File: src/rtl/sobel_pkg.sv
// Shared definitions for the sobel frame sequencer: FSM encoding and frame-size helpers.
package sobel_pkg;

  typedef enum logic [2:0] {
    IDLE,
    FILL,
    START,
    LOAD,
    WAIT_DONE
  } state_t;

  function automatic int n_pix(input int w, input int h);
    return w * h;
  endfunction

  // Valid 3x3 windows exclude a one-pixel border on every side.
  function automatic int n_out(input int w, input int h);
    return (w - 2) * (h - 2);
  endfunction

endpackage

File: src/rtl/sobel_pix_fifo.sv
// Synchronous first-word-fall-through pixel FIFO; dout always shows the head entry.
module sobel_pix_fifo #(
  parameter int WIDTH = 8,
  parameter int DEPTH = 16
) (
  input  logic                       clk,
  input  logic                       rst,
  input  logic                       push,
  input  logic [WIDTH-1:0]           din,
  input  logic                       pop,
  output logic [WIDTH-1:0]           dout,
  output logic                       full,
  output logic                       empty,
  output logic [$clog2(DEPTH+1)-1:0] count
);

  localparam int AW = $clog2(DEPTH);
  localparam int CW = $clog2(DEPTH + 1);

  logic [WIDTH-1:0] mem [DEPTH];
  logic [AW-1:0]    wr_ptr, rd_ptr;
  logic             do_push, do_pop;

  assign do_push = push && !full;
  assign do_pop  = pop && !empty;

  always_ff @(posedge clk) begin
    if (rst) begin
      wr_ptr <= '0;
      rd_ptr <= '0;
      count  <= '0;
    end else begin
      if (do_push) wr_ptr <= wr_ptr + AW'(1);
      if (do_pop)  rd_ptr <= rd_ptr + AW'(1);
      count <= count + CW'(do_push) - CW'(do_pop);
    end
  end

  always_ff @(posedge clk) begin
    if (do_push) mem[wr_ptr] <= din;
  end

  assign dout  = mem[rd_ptr];
  assign full  = (count == CW'(DEPTH));
  assign empty = (count == '0);

endmodule

File: src/rtl/sobel_frame_ctrl.sv
// Frame sequencer for sobel_filter: buffers input pixels, starts the filter, streams one
// pixel per cycle into it, counts outputs and flags underrun / count / timeout errors.
module sobel_frame_ctrl
  import sobel_pkg::*;
#(
  parameter int WIDTH      = 8,
  parameter int IMG_WIDTH  = 640,
  parameter int IMG_HEIGHT = 480,
  parameter int FIFO_DEPTH = 16,
  parameter int PRELOAD    = 16,
  parameter int TIMEOUT    = 65535
) (
  input  logic             clk,
  input  logic             rst,
  input  logic             frame_req,
  output logic             frame_ack,
  input  logic [WIDTH-1:0] s_pixel,
  input  logic             s_valid,
  output logic             s_ready,
  output logic             flt_rst_n,
  output logic             flt_start,
  output logic [WIDTH-1:0] flt_pixel,
  input  logic [WIDTH-1:0] flt_pixel_out,
  input  logic             flt_valid,
  input  logic             flt_done,
  output logic [WIDTH-1:0] m_pixel,
  output logic             m_valid,
  output logic             busy,
  output logic             frame_done,
  output logic [15:0]      frames_done,
  output logic             err_underrun,
  output logic             err_count,
  output logic             err_timeout,
  input  logic             err_clear
);

  localparam int N_PIX  = n_pix(IMG_WIDTH, IMG_HEIGHT);
  localparam int N_OUT  = n_out(IMG_WIDTH, IMG_HEIGHT);
  localparam int CNT_W  = $clog2(N_PIX + 1);
  localparam int WD_W   = $clog2(TIMEOUT + 1);
  localparam int FC_W   = $clog2(FIFO_DEPTH + 1);
  // A frame smaller than PRELOAD can start as soon as it is fully buffered.
  localparam int FILL_N = (PRELOAD < N_PIX) ? PRELOAD : N_PIX;

  localparam logic [CNT_W-1:0] LD_LAST = CNT_W'(N_PIX - 1);
  localparam logic [CNT_W-1:0] OUT_EXP = CNT_W'(N_OUT);
  localparam logic [WD_W-1:0]  WD_MAX  = WD_W'(TIMEOUT);
  localparam logic [FC_W-1:0]  FILL_TH = FC_W'(FILL_N);

  state_t            state, state_n;
  logic [CNT_W-1:0]  ld_cnt, out_cnt, out_cnt_nx;
  logic [WD_W-1:0]   wd_cnt;
  logic              pop, underrun, abort, done_hit, counting;
  logic [WIDTH-1:0]  fifo_dout;
  logic              fifo_full, fifo_empty;
  logic [FC_W-1:0]   fifo_cnt;

  sobel_pix_fifo #(
    .WIDTH(WIDTH),
    .DEPTH(FIFO_DEPTH)
  ) u_fifo (
    .clk  (clk),
    .rst  (rst),
    .push (s_valid && s_ready),
    .din  (s_pixel),
    .pop  (pop),
    .dout (fifo_dout),
    .full (fifo_full),
    .empty(fifo_empty),
    .count(fifo_cnt)
  );

  always_comb begin
    state_n   = state;
    pop       = 1'b0;
    underrun  = 1'b0;
    abort     = 1'b0;
    done_hit  = 1'b0;
    flt_start = 1'b0;
    flt_pixel = '0;
    case (state)
      IDLE:  if (frame_req) state_n = FILL;
      FILL:  if (fifo_cnt >= FILL_TH) state_n = START;
      START: begin
        flt_start = 1'b1;
        state_n   = LOAD;
      end
      LOAD: begin
        // The load slot is consumed even when starved so pixel timing never slips.
        if (fifo_empty) underrun = 1'b1;
        else begin
          flt_pixel = fifo_dout;
          pop       = 1'b1;
        end
        if (ld_cnt == LD_LAST) state_n = WAIT_DONE;
      end
      WAIT_DONE: begin
        if (flt_done) begin
          done_hit = 1'b1;
          state_n  = IDLE;
        end else if (wd_cnt == WD_MAX) begin
          abort   = 1'b1;
          state_n = IDLE;
        end
      end
      default: state_n = IDLE;
    endcase
  end

  assign counting   = (state == LOAD || state == WAIT_DONE) && (state_n != IDLE);
  // Include an output arriving in the same cycle as done.
  assign out_cnt_nx = out_cnt + CNT_W'(flt_valid);

  always_ff @(posedge clk) begin
    if (rst) begin
      state        <= IDLE;
      ld_cnt       <= '0;
      out_cnt      <= '0;
      wd_cnt       <= '0;
      frame_ack    <= 1'b0;
      frame_done   <= 1'b0;
      frames_done  <= '0;
      m_pixel      <= '0;
      m_valid      <= 1'b0;
      err_underrun <= 1'b0;
      err_count    <= 1'b0;
      err_timeout  <= 1'b0;
    end else begin
      state      <= state_n;
      frame_ack  <= (state == IDLE) && frame_req;
      frame_done <= done_hit;
      if (done_hit) frames_done <= frames_done + 16'd1;
      ld_cnt  <= (state == LOAD) ? ld_cnt + CNT_W'(1) : '0;
      out_cnt <= counting ? out_cnt_nx : '0;
      wd_cnt  <= (state == WAIT_DONE && state_n == WAIT_DONE) ? wd_cnt + WD_W'(1) : '0;
      m_pixel <= flt_pixel_out;
      m_valid <= flt_valid && !abort;
      err_underrun <= underrun | (err_underrun & ~err_clear);
      err_count    <= (done_hit && (out_cnt_nx != OUT_EXP)) | (err_count & ~err_clear);
      err_timeout  <= abort | (err_timeout & ~err_clear);
    end
  end

  assign s_ready   = !fifo_full && !rst;
  assign flt_rst_n = !rst && !abort;
  assign busy      = (state != IDLE);

endmodule
File: config.mk
export PLATFORM = sky130hd
export DESIGN_NAME = sobel_frame_ctrl
export DESIGN_NICKNAME = d
export VERILOG_FILES = /design/src/rtl/sobel_pkg.sv /design/src/rtl/sobel_pix_fifo.sv /design/src/rtl/sobel_frame_ctrl.sv
export SDC_FILE = /design/constraint.sdc
export NUM_CORES = 1
export LEC_CHECK = 0
export ABC_AREA = 1
export CELL_PAD_IN_SITES_DETAIL_PLACEMENT = 2
export CELL_PAD_IN_SITES_GLOBAL_PLACEMENT = 2
export CORE_UTILIZATION = 33
export DETAILED_ROUTE_END_ITERATION = 12
export PLACE_DENSITY = 0.75
export SLEW_MARGIN = 25
export SYNTH_ARGS = -nofsm -noshare
export SYNTH_HDL_FRONTEND = slang
export SYNTH_HIERARCHICAL = 1
export SYNTH_SLANG_ARGS = --single-unit
export TNS_END_PERCENT = 100
File: constraint.sdc
create_clock -name clk -period 2.6 [get_ports clk]
set_input_delay 0.39 -clock clk [delete_from_list [all_inputs] [get_ports clk]]
set_output_delay 0.39 -clock clk [all_outputs]
set_load 0.005 [all_outputs]
=== Word-level counts from Yosys, hierarchy flattened ===
Memory sizes are Yosys's and may differ from the RTL's. A register that Yosys moved wholly into a read port is not among the register bits.
Index checks and enable logic that the tools add are counted.

* Memories: 1
* Bits of input ports: 23
* Latch bits: 0
* Bits in read-only memories: 0
* Word-level logic and storage cells: 88
* Bits in registers: 100
* Output and inout bits: 42
* Memory bits (writable): 128

* Multiplexer cells: 22
* Equal/unequal tests: 9
* Bitwise logic cells: 10
* Add/sub/neg operators: 8
* Reductions and logical operators: 22
* Div/mod/pow operators: 0
* Shift-type cells: 0
* $mul: 0
* Order comparisons: 1

{| class="wikitable"
|+ Memories
! memory !! depth !! width !! rd ports !! clocked after memory_dff !! write ports !! line !! RTL
|-
| u_fifo.mem || 16 || 8 || 1 || 1 || 1 || sobel_pix_fifo.sv:20 || <nowiki>logic [WIDTH-1:0] mem [DEPTH];</nowiki>
|}

{| class="wikitable"
|+ Operators with widths
! cell !! count
|-
| 16-bit by 1-bit adder with 16-bit output (second input constant) || 2
|-
| 19-bit by 1-bit adder with 19-bit output || 1
|-
| 19-bit by 1-bit adder with 19-bit output (second input constant) || 1
|-
| 19-bit equality test (second input constant) || 1
|-
| 19-bit != test (second input constant) || 1
|-
| 16-bit equality test (second input constant) || 1
|-
| 8-bit two-way mux || 2
|-
| 3-bit two-way mux || 5
|-
| 3-bit case mux with 5 select lines || 1
|-
| 1-bit two-way mux || 12
|-
| 1-bit logical AND || 10
|-
| 4-bit by 1-bit adder with 4-bit output (second input constant) || 2
|-
| 4-bit two-way mux || 2
|-
| 3-bit by 2-bit equality test with 1-bit output (second input constant) || 2
|-
| 3-bit equality test (second input constant) || 2
|-
| 3-bit nonzero test || 2
|-
| 2-bit OR reduction || 3
|-
| 5-bit by 1-bit adder with 5-bit output || 1
|-
| 5-bit equality test (second input constant) || 1
|-
| 5-bit greater-or-equal comparator (second input constant) || 1
|-
| 5-bit logical NOT || 1
|-
| 5-bit by 1-bit subtractor with 5-bit output || 1
|-
| 1-bit logical NOT || 4
|-
| 1-bit inverter || 4
|-
| other kinds (5) || 9
|}

=== Depth between registers and ports, before layout ===
* Depth after elaboration: 8
* Gate-level depth with buffers: 17
* Depth with buffers taken out: 17

=== Hierarchy ===
Netlist, hierarchy kept.

{| class="wikitable"
|+ Modules (own cells, without submodules)
! module !! instances !! sequential area each (sq um) !! cells each !! area an instance (sq um)
|-
| sobel_pix_fifo || 1 || 4184.0 || 650 || 6432.4
|-
| sobel_frame_ctrl || 1 || 1741.7 || 572 || 4067.7
|}

=== Worst setup path before layout ===
No wires, ideal clock.

* Path kind: input port to flip-flop
* Start: input port rst
* End: register u_fifo.count[4]
* Library setup time: 0.113 ns
* Arrival time: 2.485 ns
* Setup slack: 0.003 ns
* Stages on the path: 14
* Data required time: 2.487 ns
* Path through: clkbuf_1 -> clkbuf_1 -> nor3b_1 -> nand2_1 -> ha_1 -> inv_1 -> ha_1 -> fa_1 -> nand2_1 -> a21oi_1 -> nor2_1 -> nand2_1 -> nand2_1 -> nor2_1

* Longest elaborated chain between the ends: 6

{| class="wikitable"
|+ RTL lines
! what !! line !! RTL
|-
| start, declared || sobel_frame_ctrl.sv:14 || <nowiki>input logic rst,</nowiki>
|-
| 1-bit logical NOT || sobel_frame_ctrl.sv:144 || <nowiki>assign s_ready = !fifo_full && !rst;</nowiki>
|-
| 1-bit logical AND || sobel_frame_ctrl.sv:144 ||
|-
| 1-bit logical AND || sobel_frame_ctrl.sv:64 || <nowiki>.push (s_valid && s_ready),</nowiki>
|-
| 1-bit logical AND || sobel_pix_fifo.sv:24 || <nowiki>assign do_push = push && !full;</nowiki>
|-
| 5-bit by 1-bit adder with 5-bit output || sobel_pix_fifo.sv:35 || <nowiki>count <= count + CW'(do_push) - CW'(do_pop);</nowiki>
|-
| 5-bit by 1-bit subtractor with 5-bit output || sobel_pix_fifo.sv:35 ||
|-
| end signal, assigned || sobel_pix_fifo.sv:35 ||
|-
| end, declared || sobel_pix_fifo.sv:14 || <nowiki>output logic [$clog2(DEPTH+1)-1:0] count</nowiki>
|}

Several ways; a longest one is shown, not always the timed one.
A chain may end at the register's enable or synchronous reset.

==> impl_metrics.ini <==
[synth]
synth_xor_area_share_pct = 2.002
ys.flop_type = edfxtp_1
synthMuxAreaShare_pct = 0
synth_area_leaders = edfxtp_1, dfxtp_1, nand2_1
synth_cell_types = 40
synthArstFlopShare_pct = 0
syn_inst = 1222
synth_top_area_cell = edfxtp_1
synthSimpleGateAreaFrac_pct = 27.01
synth_top_family_by_area = simple AND/OR/NAND/NOR gates
seq_area_frac_synth_pct = 56.43
syn_area_um2 = 10500
synth-compound-area-share_pct = 3.062
synth_area_per_cell_um2 = 8.593
synth_fp_nets = 1262
yosysTopAreaCellShare_pct = 36.61
ys_ff_latch = 232
yosys_warnings = 6
synth_edf_count = 128
synth-adder-area-share_pct = 2.097

[critical_path]
cp_slowest_cell = dfxtp_4
r2r-start = u_fifo/count[3]$_SDFF_PP0_
cp.required_ps = 2210
criticalPathCategory = reg2out
cpPeakStageDelay_ps = 390
end_kind = primary output
arrival_ps = 2160
critPathMaxFanout = 15
crit_chain = inv_6 -> bufbuf_16 -> nand2_1 -> nand3_1 -> nand3_1 -> nand3_1 -> nand2_1 -> nand2_1 -> nor2_2 -> buf_2
startpoint_type = flip-flop

[pwr]
p_leak_nw = 5.363
finalPower_mw = 9.116
power_density_nw_per_um2 = 690.1
ir_drop_v = 0.0005075

[finish]
n_fill_cell = 3421
mostFrequentLayoutCells = nand2_1, inv_1, nor2_1
finalNetCount = 1390
area_growth_pct = 25.80
fin_cells = 1767
num_antenna_cells = 0
drive_above_1_share_pct = 14.08
multi_input_area_um2 = 3750
register_area_um2 = 5934
mostFrequentLayoutCell = nand2_1
fin_util_pct = 42.73
design_area_um2 = 13210

[place]
placed_area_um2 = 11800
dp_slack_ps = -108.9
gp_congestion = 0.7431
dp_cells = 1693
post-dp-hpwl_mm = 20.92
port_buffers = 64

[die]
die_h_um = 180.4
core.rowCount = 64
start_util_pct = 33.97
die_w_um = 180.4
dieArea_um2 = 32540
coreArea_um2 = 30910
pin_count = 65

[timing]
slew_headroom_pct = 53.75
slew_viol_final = 0
fmax_ghz = 0.3929
fin_ws_ps = 54.55
final.min_clock_period_ps = 2545
tns_ps = 0
tightest_slew_ps = 691.6
whs_ps = 371.0
rsz0062_at_grt = true
hold_violations = 0
setup_viol = 0
finClkSkew_ps = 12.80
finalCritPeriodShare_pct = 97.90

[global_route]
grt_pass1_wl_mm = 52.85
grt_use_total_pct = 20.59
antenna_found_initial = 0
grt_pass1_vias = 9833
grt_max_degree = 33
grt-ovfl-total = 0

[min_path]
worstHoldStart = flt_pixel_out[5]
worstHoldPathType = in2reg

[drt]
antenna_left = 0
first_pass_iters = 4
wl_per_cell_um = 18.64
viasPerCell = 4.881
drtIter0Drc = 350
vias = 8624
drt-total-wl_mm = 32.94
drc = 0

[clock_tree]
cts.reportedPaths.clkPinSlew_ps = 60
cts_tree = yes
clk_path_buf_depth = 3
h-tree-depth = 1
clkSinkCount = 232
cts_root_buffer = clkbuf_16
insertion_delay_ps = 540
cts_buffers = 28

[run_status]
status = complete, no violations

[run]
drv_cap = 0
[final cells by class]
cell class                      count  area share (%)
Sequential cell                   232           44.93
Multi-Input combinational cell    754           28.39
Timing Repair Buffer              130           9.766
Inverter                          204           5.920
Clock buffer                       36           5.769
Tap cell                          396           3.751
Clock inverter                     15           1.478
[flip-flops by register name (all words and copies together), names as in the netlist, named ones only]
register       cells
wd_cnt            16
u_fifo/wr_ptr      4
err_underrun       1
m_pixel            8
frame_ack          1
state              3
u_fifo/mem       128
frame_done         1
u_fifo/rd_ptr      4
err_timeout        1
ld_cnt            19
frames_done       16
err_count          1
out_cnt           19
u_fifo/count       5
m_valid            1
[critical path, delay by kind of cell (launching register included)]
family / cells / cell delay, ps
buffers and inverters: 3 / 510
and+or+nand+nor: 7 / 720
DFF: 1 / 390
[metal layers]
metal	up-vias	global-route usage, %	share of wire (%)
li1	4127	-	-
met2	123	38.36	51
met1	4326	24.50	43
met5	-	0	0
met4	0	6.188	2.5
met3	48	2.627	2.9
[cells in the mapped netlist (15+ instances only)]
| library cell | instances |
|---|---|
| nor2_2 | 15 |
| ha_1 | 16 |
| dfxtp_1 | 104 |
| o21ai_0 | 22 |
| nand2_1 | 304 |
| nor2_1 | 148 |
| edfxtp_1 | 128 |
| a21oi_1 | 33 |
| xor2_1 | 19 |
| nand3_1 | 131 |
| inv_1 | 197 |
[final timing paths]
check / endpoint / slack (ps) / cells past startpoint
worst max-delay path: flt_pixel[5] / 50 / 10
worst max register to register: u_fifo/count[4]$_SDFF_PP0_ / 140 / 16
worst min-delay path: m_pixel[5]$_SDFF_PP0_ / 370 / 3
worst min register to register: wd_cnt[0]$_SDFF_PP0_ / 450 / 1
[repair_timing]
action | 4_1_cts | 5_1_grt
buffers inserted | 12 | 7
pin swaps | 11 | 18
setup endpoints to repair | 10 | 10
gates cloned | 4 | 0
hold buffers | 0 | 0
endpoints found under the hold margin | 0 | 0
gates resized for setup | 43 | 36
[where the power goes]
part           internal [mW]  leakage, nW  switching [mW]  total [mW]
Sequential              3.95         2.00          0.0528        4.00
Clock                   2.55        0.466            1.58        4.13
Combinational          0.407         2.90           0.582       0.989
Total                   6.90         5.36            2.21        9.12
[cells by family (layout without fill, tap and decap cells)]
group,after synthesis,count (layout)
adders and majority gates,17,17
DFF,232,232
AOI/OAI and AO/OA,60,60
buffers and inverters,236,385
and+or+nand+nor,653,653
xor gates and xnor gates,24,24
(Power assumes the default switching activity.)
